==> src/rtl/fetch_decode_buffer_if.sv <==
// Handshake and decode bus between the fetch stage, the fetch/decode buffer and the decode stage.
// The master modport is the environment (fetch and decode stages), and the slave modport is the buffer.
interface fetch_decode_buffer_if #(
    parameter int WIDTH = 32,
    parameter int PC_W  = 5,
    parameter int DEPTH = 2
);
    logic                       in_valid;
    logic                       in_ready;
    logic [WIDTH-1:0]           in_instr;
    logic [PC_W-1:0]            in_pc;
    logic                       flush;
    logic                       out_valid;
    logic                       out_ready;
    logic [WIDTH-1:0]           out_instr;
    logic [PC_W-1:0]            out_pc_plus4;
    logic [5:0]                 opcode;
    logic [4:0]                 rs;
    logic [4:0]                 rt;
    logic [4:0]                 rd;
    logic [4:0]                 shamt;
    logic [5:0]                 funct;
    logic [31:0]                imm_sext;
    logic [25:0]                jaddr;
    logic                       is_rtype;
    logic                       is_jtype;
    logic                       is_itype;
    logic [$clog2(DEPTH+1)-1:0] count;

    modport master (
        output in_valid, in_instr, in_pc, flush, out_ready,
        input  in_ready, out_valid, out_instr, out_pc_plus4, opcode, rs, rt, rd,
               shamt, funct, imm_sext, jaddr, is_rtype, is_jtype, is_itype, count
    );

    modport slave (
        input  in_valid, in_instr, in_pc, flush, out_ready,
        output in_ready, out_valid, out_instr, out_pc_plus4, opcode, rs, rt, rd,
               shamt, funct, imm_sext, jaddr, is_rtype, is_jtype, is_itype, count
    );
endinterface

==> src/rtl/fetch_decode_buffer.sv <==
// Small FIFO between fetch and decode that holds {instr, pc+4} pairs.
// It presents the head entry with the MIPS fields already split and the instruction format classified.
module fetch_decode_buffer #(
    parameter int WIDTH = 32,
    parameter int PC_W  = 5,
    parameter int DEPTH = 2
) (
    input  logic                  clk,
    input  logic                  reset,
    fetch_decode_buffer_if.slave  bus
);
    localparam int PTR_W = $clog2(DEPTH);
    localparam int CNT_W = $clog2(DEPTH+1);

    logic [WIDTH-1:0] instrMem [DEPTH];
    logic [PC_W-1:0]  pcMem    [DEPTH];
    logic [PTR_W-1:0] wrPtr;
    logic [PTR_W-1:0] rdPtr;
    logic [CNT_W-1:0] cnt;
    logic             full;
    logic             notEmpty;
    logic             push;
    logic             pop;
    logic [WIDTH-1:0] head;

    assign full     = (cnt == CNT_W'(DEPTH));
    assign notEmpty = (cnt != '0);
    assign push     = bus.in_valid && !full;
    assign pop      = notEmpty && bus.out_ready;

    // Storage is not reset; only the pointers and the count define which entries are live.
    always_ff @(posedge clk) begin
        if (push && !reset && !bus.flush) begin
            instrMem[wrPtr] <= bus.in_instr;
            pcMem[wrPtr]    <= bus.in_pc + PC_W'(4);
        end
    end

    always_ff @(posedge clk) begin
        if (reset || bus.flush) begin
            wrPtr <= '0;
            rdPtr <= '0;
            cnt   <= '0;
        end else begin
            if (push) wrPtr <= wrPtr + PTR_W'(1);
            if (pop)  rdPtr <= rdPtr + PTR_W'(1);
            if (push && !pop)      cnt <= cnt + CNT_W'(1);
            else if (pop && !push) cnt <= cnt - CNT_W'(1);
        end
    end

    // An empty buffer presents all zeros, so decode sees a NOP.
    assign head             = notEmpty ? instrMem[rdPtr] : '0;
    assign bus.out_pc_plus4 = notEmpty ? pcMem[rdPtr] : '0;
    assign bus.out_instr    = head;
    assign bus.out_valid    = notEmpty;
    assign bus.in_ready     = !full;
    assign bus.count        = cnt;

    assign bus.opcode   = head[31:26];
    assign bus.rs       = head[25:21];
    assign bus.rt       = head[20:16];
    assign bus.rd       = head[15:11];
    assign bus.shamt    = head[10:6];
    assign bus.funct    = head[5:0];
    assign bus.imm_sext = {{16{head[15]}}, head[15:0]};
    assign bus.jaddr    = head[25:0];

    assign bus.is_rtype = notEmpty && (head[31:26] == 6'd0);
    assign bus.is_jtype = notEmpty && ((head[31:26] == 6'd2) || (head[31:26] == 6'd3));
    assign bus.is_itype = notEmpty && !bus.is_rtype && !bus.is_jtype;
endmodule
==> src/flat_wrapper.sv <==
// flat-port wrapper written by rule: the top's interface ports become plain ports
module fetch_decode_buffer_flat 
#(
    parameter int WIDTH = 32,
    parameter int PC_W  = 5,
    parameter int DEPTH = 2
)
  (clk, reset, bus_in_valid, bus_in_instr, bus_in_pc, bus_flush, bus_out_ready, bus_in_ready, bus_out_valid, bus_out_instr, bus_out_pc_plus4, bus_opcode, bus_rs, bus_rt, bus_rd, bus_shamt, bus_funct, bus_imm_sext, bus_jaddr, bus_is_rtype, bus_is_jtype, bus_is_itype, bus_count);
  fetch_decode_buffer_if #(.WIDTH(WIDTH), .PC_W(PC_W), .DEPTH(DEPTH)) bus_i ();
  input  logic clk;
  input  logic reset;
  input wire logic [$bits(bus_i.in_valid)-1:0] bus_in_valid;
  input wire logic [$bits(bus_i.in_instr)-1:0] bus_in_instr;
  input wire logic [$bits(bus_i.in_pc)-1:0] bus_in_pc;
  input wire logic [$bits(bus_i.flush)-1:0] bus_flush;
  input wire logic [$bits(bus_i.out_ready)-1:0] bus_out_ready;
  output wire logic [$bits(bus_i.in_ready)-1:0] bus_in_ready;
  output wire logic [$bits(bus_i.out_valid)-1:0] bus_out_valid;
  output wire logic [$bits(bus_i.out_instr)-1:0] bus_out_instr;
  output wire logic [$bits(bus_i.out_pc_plus4)-1:0] bus_out_pc_plus4;
  output wire logic [$bits(bus_i.opcode)-1:0] bus_opcode;
  output wire logic [$bits(bus_i.rs)-1:0] bus_rs;
  output wire logic [$bits(bus_i.rt)-1:0] bus_rt;
  output wire logic [$bits(bus_i.rd)-1:0] bus_rd;
  output wire logic [$bits(bus_i.shamt)-1:0] bus_shamt;
  output wire logic [$bits(bus_i.funct)-1:0] bus_funct;
  output wire logic [$bits(bus_i.imm_sext)-1:0] bus_imm_sext;
  output wire logic [$bits(bus_i.jaddr)-1:0] bus_jaddr;
  output wire logic [$bits(bus_i.is_rtype)-1:0] bus_is_rtype;
  output wire logic [$bits(bus_i.is_jtype)-1:0] bus_is_jtype;
  output wire logic [$bits(bus_i.is_itype)-1:0] bus_is_itype;
  output wire logic [$bits(bus_i.count)-1:0] bus_count;
  assign bus_i.in_valid = bus_in_valid;
  assign bus_i.in_instr = bus_in_instr;
  assign bus_i.in_pc = bus_in_pc;
  assign bus_i.flush = bus_flush;
  assign bus_i.out_ready = bus_out_ready;
  assign bus_in_ready = bus_i.in_ready;
  assign bus_out_valid = bus_i.out_valid;
  assign bus_out_instr = bus_i.out_instr;
  assign bus_out_pc_plus4 = bus_i.out_pc_plus4;
  assign bus_opcode = bus_i.opcode;
  assign bus_rs = bus_i.rs;
  assign bus_rt = bus_i.rt;
  assign bus_rd = bus_i.rd;
  assign bus_shamt = bus_i.shamt;
  assign bus_funct = bus_i.funct;
  assign bus_imm_sext = bus_i.imm_sext;
  assign bus_jaddr = bus_i.jaddr;
  assign bus_is_rtype = bus_i.is_rtype;
  assign bus_is_jtype = bus_i.is_jtype;
  assign bus_is_itype = bus_i.is_itype;
  assign bus_count = bus_i.count;
  fetch_decode_buffer #(.WIDTH(WIDTH), .PC_W(PC_W), .DEPTH(DEPTH)) u_core (.clk(clk), .reset(reset), .bus(bus_i));
endmodule
==> config.mk <==
export PLATFORM = sky130hd
export DESIGN_NAME = fetch_decode_buffer_flat
export DESIGN_NICKNAME = d
export VERILOG_FILES = /design/src/rtl/fetch_decode_buffer_if.sv /design/src/rtl/fetch_decode_buffer.sv /design/src/flat_wrapper.sv
export SDC_FILE = /design/constraint.sdc
export NUM_CORES = 1
export LEC_CHECK = 0
export ABC_AREA = 1
export BUFFER_PORTS_ARGS = -buffer_cell sky130_fd_sc_hd__buf_4
export CAP_MARGIN = 40
export CORE_ASPECT_RATIO = 2
export CORE_MARGIN = 4
export CORE_UTILIZATION = 38
export DETAILED_ROUTE_END_ITERATION = 10
export GPL_TIMING_DRIVEN = 0
export PLACE_DENSITY_LB_ADDON = 0.3
export SLEW_MARGIN = 10
export SYNTH_ARGS = -nofsm -noshare
export SYNTH_HDL_FRONTEND = slang
export SYNTH_SLANG_ARGS = --single-unit
==> constraint.sdc <==
create_clock -name clk -period 4.7 [get_ports clk]
set_clock_uncertainty 0.2 [all_clocks]
set_input_delay 0.235 -clock clk [delete_from_list [all_inputs] [get_ports clk]]
set_output_delay 0.235 -clock clk [all_outputs]
set_load 0.02 [all_outputs]
==> results of run 1 <==
-- final cells by class --
| cell class | instances | area [um2] |
|---|---|---|
| Tap cell | 132 | 165 |
| Sequential cell | 79 | 2320 |
| Multi-Input combinational cell | 148 | 664 |
| Clock inverter | 4 | 23.8 |
| Fill cell | 828 | 3770 |
| Timing Repair Buffer | 216 | 1730 |
| Inverter | 16 | 62.6 |
| Clock buffer | 11 | 233 |
| Buffer | 101 | 722 |
-- state kept, by name, summed over array words and instances (netlist names), named ones only --
signal            count
u_core.wrPtr          1
u_core.pcMem         10
u_core.rdPtr          1
u_core.instrMem      64
u_core.bus.count      2
-- stage by stage --
| step | cells | setup TNS, ps | setup WS, ps | total power (W) | util (%) |
|---|---|---|---|---|---|
| 2_1_floorplan | 344 | 0 | 538 | 0.00106 | - |
| 3_3_place_gp | 651 | -30390 | -824 | 0.00124 | 54.0 |
| 3_5_place_dp | 657 | 0 | 2160 | 0.00125 | 54.8 |
| 4_1_cts | 707 | 0 | 1830 | 0.00187 | 61.1 |
| 5_1_grt | 707 | 0 | 1630 | 0.00194 | 61.1 |
| 6_report | 707 | 0 | 1900 | 0.00185 | 61.1 |
-- layer usage --
layer	vias to the layer above	routed length, um
li1	1499	-
met1	1377	3020
met2	114	5680
met3	15	621
met4	0	199
met5	-	0
-- placed cells by master (no fill, tap or decap), drive strengths merged, types with 5 or more instances in the layout --
cell type,netlist,final
nor2,6,6
nand2,94,94
edfxtp,74,74
inv,16,16
clkbuf,7,18
dlygate4sd3,0,35
a21oi,38,38
dfxtp,5,5
buf,94,275
-- report_power, final --
group	switching (W)	internal, W	total (W)	leakage, nW
clock network	0.000241	0.000351	0.000593	0.119
logic	0.000241	0.000226	0.000467	2.00
registers	0.00000516	0.000787	0.000792	0.712
total	0.000488	0.00136	0.00185	2.83
-- cell families after synthesis --
family,after synthesis,synth area share [%]
adders and majority gates,2,0.666
DFF,79,61.8
buffers and inverters,117,20.9
AOI/OAI and AO/OA,40,5.46
and+or+nand+nor,105,11.0
xor gates and xnor gates,1,0.233
-- cell usage after synthesis (2+ instances only) --
cell	count	area (um2)
nand2_1	93	349
buf_4	90	676
edfxtp_1	74	2220
a21oi_1	38	190
inv_1	14	52.6
clkbuf_1	7	26.3
dfxtp_1	5	100
nor2_1	5	18.8
buf_2	4	20.0
ha_1	2	25.0
nand3_1	2	10.0
-- worst max-delay path by stage --
stage                                   endpoint  slack, ps  depth (start not counted)
final                           bus_imm_sext[25]       1900                          7
after global placement    u_core.instrMem[1][24]       -820                          4
after CTS                       bus_imm_sext[25]       1830                          7
after detailed placement        bus_imm_sext[25]       2160                          7
after global routing            bus_imm_sext[26]       1630                          7
after floorplan            u_core.instrMem[1][0]        540                          4
==> results.md, run 1 <==
* Outcome: finished, final reports clean
* WL/cell at 13.5 um
* Crit path largest cell delay at 500 ps
* Finish-stage setup viols at 0
* Worst skew pair latency at 320 ps
* Clock Tree Root: clkbuf_16
* Worst-path cell chain: inv_2 > clkbuf_1 > nand2_1 > a21oi_1 > buf_4 > buf_4 > buf_4
* FMAX at 0.358 GHz
* Post-route DRC at 0
* Fin crit period at 2800 ps
* I/O pin count at 176
* Clock Sinks at 79
* Clk pin slew, worst setup/hold paths at 50 ps
* DRT Wirelength at 9520 um
* Mapped Area at 3760 um2
* CP top delay family: buffers and inverters
* Cts repair resizes at 0
* Proportion of layout cells with a drive suffix above 1 at 51.1%
* Die span in x at 78.3 um
* Max_slew headroom at 54.3%
* DRT Pass-1 Iters at 4
* Synth Instances at 344
* PwrDens at 312 nW/um2
* Clock buffer count from CTS at 9
* HPWL Detailed at 7250 um
* Final hold vios at 0
* CORE AREA at 9700 um2
* #FFs+latches synth at 79
* Least-Margin Pin Slew at 683 ps
* Routing usage on met1 at 15.4%
* Layout Nets at 615
* EDFF count, synth at 74
* Reg-to-Reg End: u_core.instrMem[0][1]
* Crit Path Class: reg -> out
* Hold worst-path end: u_core.pcMem[1][3]
* Hold buffers post-CTS at 35
* Worst Hold Class: in -> reg
* Worst VDD drop at 257 uV
* Clock buffer depth at 2
* Synth cell types at 21
* DIE AREA at 11600 um2
* Final Cycle Share at 59.5%
* Minimum hold slack at 22.7 ps
* Slew Limit Fails at 0
* Critical path fanouts, max at 12
* Worst Hold Depth at 2
* Congestion Overflow GR at 0
* DP Area at 5320 um2
* Origin of the critical flop-to-flop path: u_core.bus.count[0]
* Via/cell ratio at 4.25
* Final Cell Area at 5930 um2
* Final ANT Viol Nets at 0
* Worst Setup End Kind: primary output
* Vias post-DR at 3005
* Initial Utilization at 38.8%
* M3 GR Usage at 4.12%
* RSZ-0062 raised after global routing: no
* Most Crowded Layer GR: met2
* Largest net degree at the start of global routing at 22
* Max Cap Viol at 0
* Vias in the first global route at 3055
* FF-to-FF setup slack at 2470 ps
* N_diodes at 0
* R2R depth at 7
* Setup bufs post-CTS at 0
* Synth warn at 0
* Met2 usage at 32.9%
* Arr. time, crit path at 2360 ps
* Most used cell, CP: buf_4
* Initial drt markers at 122
* Global-route wire length before repair at 14700 um
* Synth async-reset ratio at 0%
* Slowest cell on the critical path: a21oi_1
* Row cnt at 51
* Syn avg cell area at 10.9 um2
* Die height at 149 um
* Layout area overhead at 57.7%
* HP Start: bus_in_pc[3]
* Synth Flop Type: edfxtp_1
* # port buffers at 175
* Sequential-to-total area share from yosys stat at 61.8%
* CTS tree: built
* Buf/Inv on CP at 5
* Final Wtd Congestion at 0.723
* Static Leak at 2.83 nW
* WP data required at 4260 ps
* Gr usage total at 16.5%
* H-tree Lvls at 3
* Syn nets at 388
* Critical path launch point type: flop
* Initial antenna violation count at 0
No activity file was read; power rests on OpenSTA's default activity.
==> inputs of run 2 (changes only) <==
Settings changed: ABC_AREA 1 to 0.
Clock period 4.7 ns to 2.92 ns, I/O delays scaled along.
==> results.md, run 2 <==
* Gr usage total at 15.3% (-1.2 points)
* Non-Filler Instances at 652 (-7.8%)
* Synth Flop Type: edfxtp_1
* Syn avg cell area at 13.2 um2 (+21%)
* #FFs+latches synth at 79 (unchanged)
* Placed cells at 598 (-9.0%)
* Initial Utilization at 38.9% (+0.14 points)
* Clock Tree Root: clkbuf_16
* Worst VDD drop at 477 uV (+86%)
* Syn nets at 330 (-15%)
* Global-route wire length before repair at 13700 um (-7.0%)
* Synth area leaders: edfxtp_1 (59%), buf_4 (19%), mux2i_1 (9.8%), nor2_1 (4.1%), dfxtp_1 (2.7%)
* Row cnt at 51 (unchanged)
* Initial drt markers at 69 (-43%)
* Final Cycle Share at 84.4%
* Clock Sinks at 79 (unchanged)
* PwrDens at 518 nW/um2 (+66%)
* Max FFs per register at 64 (unchanged)
* Mapped Area at 3770 um2 (+0.37%)
* Fin crit period at 2460 ps
* WP data required at 2570 ps (-1690 ps)
* Vias in the first global route at 2866 (-6.2%)
* Layout area overhead at 58.7%
* Clk pin slew, worst setup/hold paths at 50 ps (about the same)
* Most frequent cells in the layout: buf_4 (271), edfxtp_1 (74), nor2_1 (41)
* Finish-stage setup viols at 0 (unchanged)
* Worst skew pair latency at 330 ps (about the same)
* Die height at 149 um (+0.17%)
* Synth Instances at 286 (-17%)
* Biggest register: u_core.instrMem
* Congestion Overflow GR at 0 (unchanged)
* I/O pin count at 176 (unchanged)
* Die span in x at 78.5 um (+0.17%)
* Commonest cells in the netlist: buf_4 (95), edfxtp_1 (74), nor2_1 (41)
* Final hold vios at 0 (unchanged)
* Worst Setup End Kind: primary output
* Total Power at 0.00310 W (+68%)
* WL/cell at 13.7 um (+2.1%)
* HPWL Detailed at 6790 um (-6.3%)
* Arr. time, crit path at 2120 ps (-240 ps)
* # port buffers at 175 (unchanged)
* Worst Hold Class: in -> reg
* Synth top area share at 58.9% (-0.22 points)
* Crit Path Class: reg -> out
* Synth async-reset ratio at 0% (unchanged)
* CTS tree: built
* Via/cell ratio at 4.22 (-0.69%)
* Post-route DRC at 0 (unchanged)
* R2R depth at 7 (unchanged)
* Synth area leader: edfxtp_1
* Largest net degree at the start of global routing at 19 (-14%)
* Clock buffer depth at 2 (unchanged)
* H-tree Lvls at 3 (unchanged)
* Layout Nets at 559 (-9.1%)
* FMAX at 0.406 GHz
* Least-Margin Pin Slew at 497 ps (-187 ps)
* N_diodes at 0 (unchanged)
* Commonest non-fill, non-tap cell in the layout: buf_4
* Top-count cell post-synth: buf_4
* Clock buffer count from CTS at 9 (unchanged)
* Synth cell types at 24 (+14%)
* Critical path launch point type: flop
* Initial antenna violation count at 0 (unchanged)
* Max_slew headroom at 66.9% (+13 points)
* Final ANT Viol Nets at 0 (unchanged)
* DRT Wirelength at 8960 um (-5.9%)
* CORE AREA at 9700 um2 (unchanged)
* Sequential-to-total area share from yosys stat at 61.6% (-0.23 points)
* Proportion of layout cells with a drive suffix above 1 at 56.5% (+5.4 points)
* Fillcell total at 800 (-3.4%)
* DRT Pass-1 Iters at 4 (unchanged)
* EDFF count, synth at 74 (unchanged)
* Vias post-DR at 2752 (-8.4%)
* DIE AREA at 11700 um2 (+0.34%)
* Critical path fanouts, max at 15 (+3)
* Synth warn at 0 (unchanged)
* Outcome: finished, final reports clean
* Worst Hold Depth at 4 (+2)
* RSZ-0062 raised after global routing: no
* Slew Limit Fails at 0 (unchanged)
* Final Wtd Congestion at 0.693 (-4.1%)
* Static Leak at 2.70 nW (-4.7%)
* Max Cap Viol at 0 (unchanged)
## run 2: cell count changes in the layout (fill, tap and decap cells not counted), moves of 3 or more
cell           delta
buf_8             +4
nor2_1           +37
xor2_1            +3
nand2_1          -91
dlygate4sd3_1     +3
a21oi_1          -36
mux2i_1          +37
inv_1             -9
clkbuf_1          -3
buf_2             -3
## run 2: what timing repair did
action,CTS,global route
setup buffers,0,0
hold endpoints to repair,75,0
hold buffers,38,0
resized for setup,0,0
## run 2: critical path, stage by stage (launching register included)
cell	delay [ps]
dfxtp_1	440
nor2_2	110
buf_2	220
buf_4	200
nor2_1	300
buf_4	260
buf_4	130
buf_4	130
## run 2: cell families (layout without fill, tap and decap cells)
kind of cell | Yosys count | after routing | synth area share (%)
xor+xnor | 4 | 4 | 0.929
flops | 79 | 79 | 61.6
buf+inv | 105 | 339 | 20.1
mux | 37 | 37 | 9.82
compound gates | 7 | 7 | 1.29
fa+ha+maj | 2 | 2 | 0.663
simple gates | 52 | 52 | 5.61
## run 2: path summary, 6_finish.rpt
kind,start,endpoint,slack (ps)
setup / recovery,u_core.bus.count[0],bus_imm_sext[25],460
hold / removal,bus_out_ready,u_core.rdPtr,70
setup reg to reg,u_core.bus.count[1],u_core.bus.count[1],880
hold reg to reg,u_core.rdPtr,u_core.rdPtr,310
## run 2: layout make-up
cell class	instances	area (um2)	area share [%]
Buffer	99	737	12.3
Clock buffer	14	254	4.24
Clock inverter	2	10.0	0.167
Inverter	6	22.5	0.376
Multi-Input combinational cell	102	713	11.9
Sequential cell	79	2320	38.8
Tap cell	132	165	2.76
Timing Repair Buffer	218	1760	29.4
## run 2: report_power, final
part / internal, W / leakage [nW] / total (W) / switching, W
combinational: 0.000418 / 1.86 / 0.000843 / 0.000426
sequential: 0.00127 / 0.712 / 0.00128 / 0.00000960
clock: 0.000596 / 0.131 / 0.000981 / 0.000385
## run 2: metrics by stage
step                area (um2)  hold WS (ps)  worst slack (ps)  TNS [ps]  utilization, %
floorplan                 3780          44.9             -90.4     -6690               -
CTS                       5990          56.0               398         0            61.7
global placement          5260           132              -692    -50870            54.2
finish                    5990          67.9               457         0            61.7
detailed placement        5340           134               756         0            55.1
global route              5990           103               300         0            61.7
## run 2: layer usage
metal,track usage (%),share of wire (%),up-vias
met4,7.79,2.5,0
met2,30.3,60,101
met5,0,0,-
met3,3.81,5.7,20
met1,13.8,32,1280
li1,-,-,1351
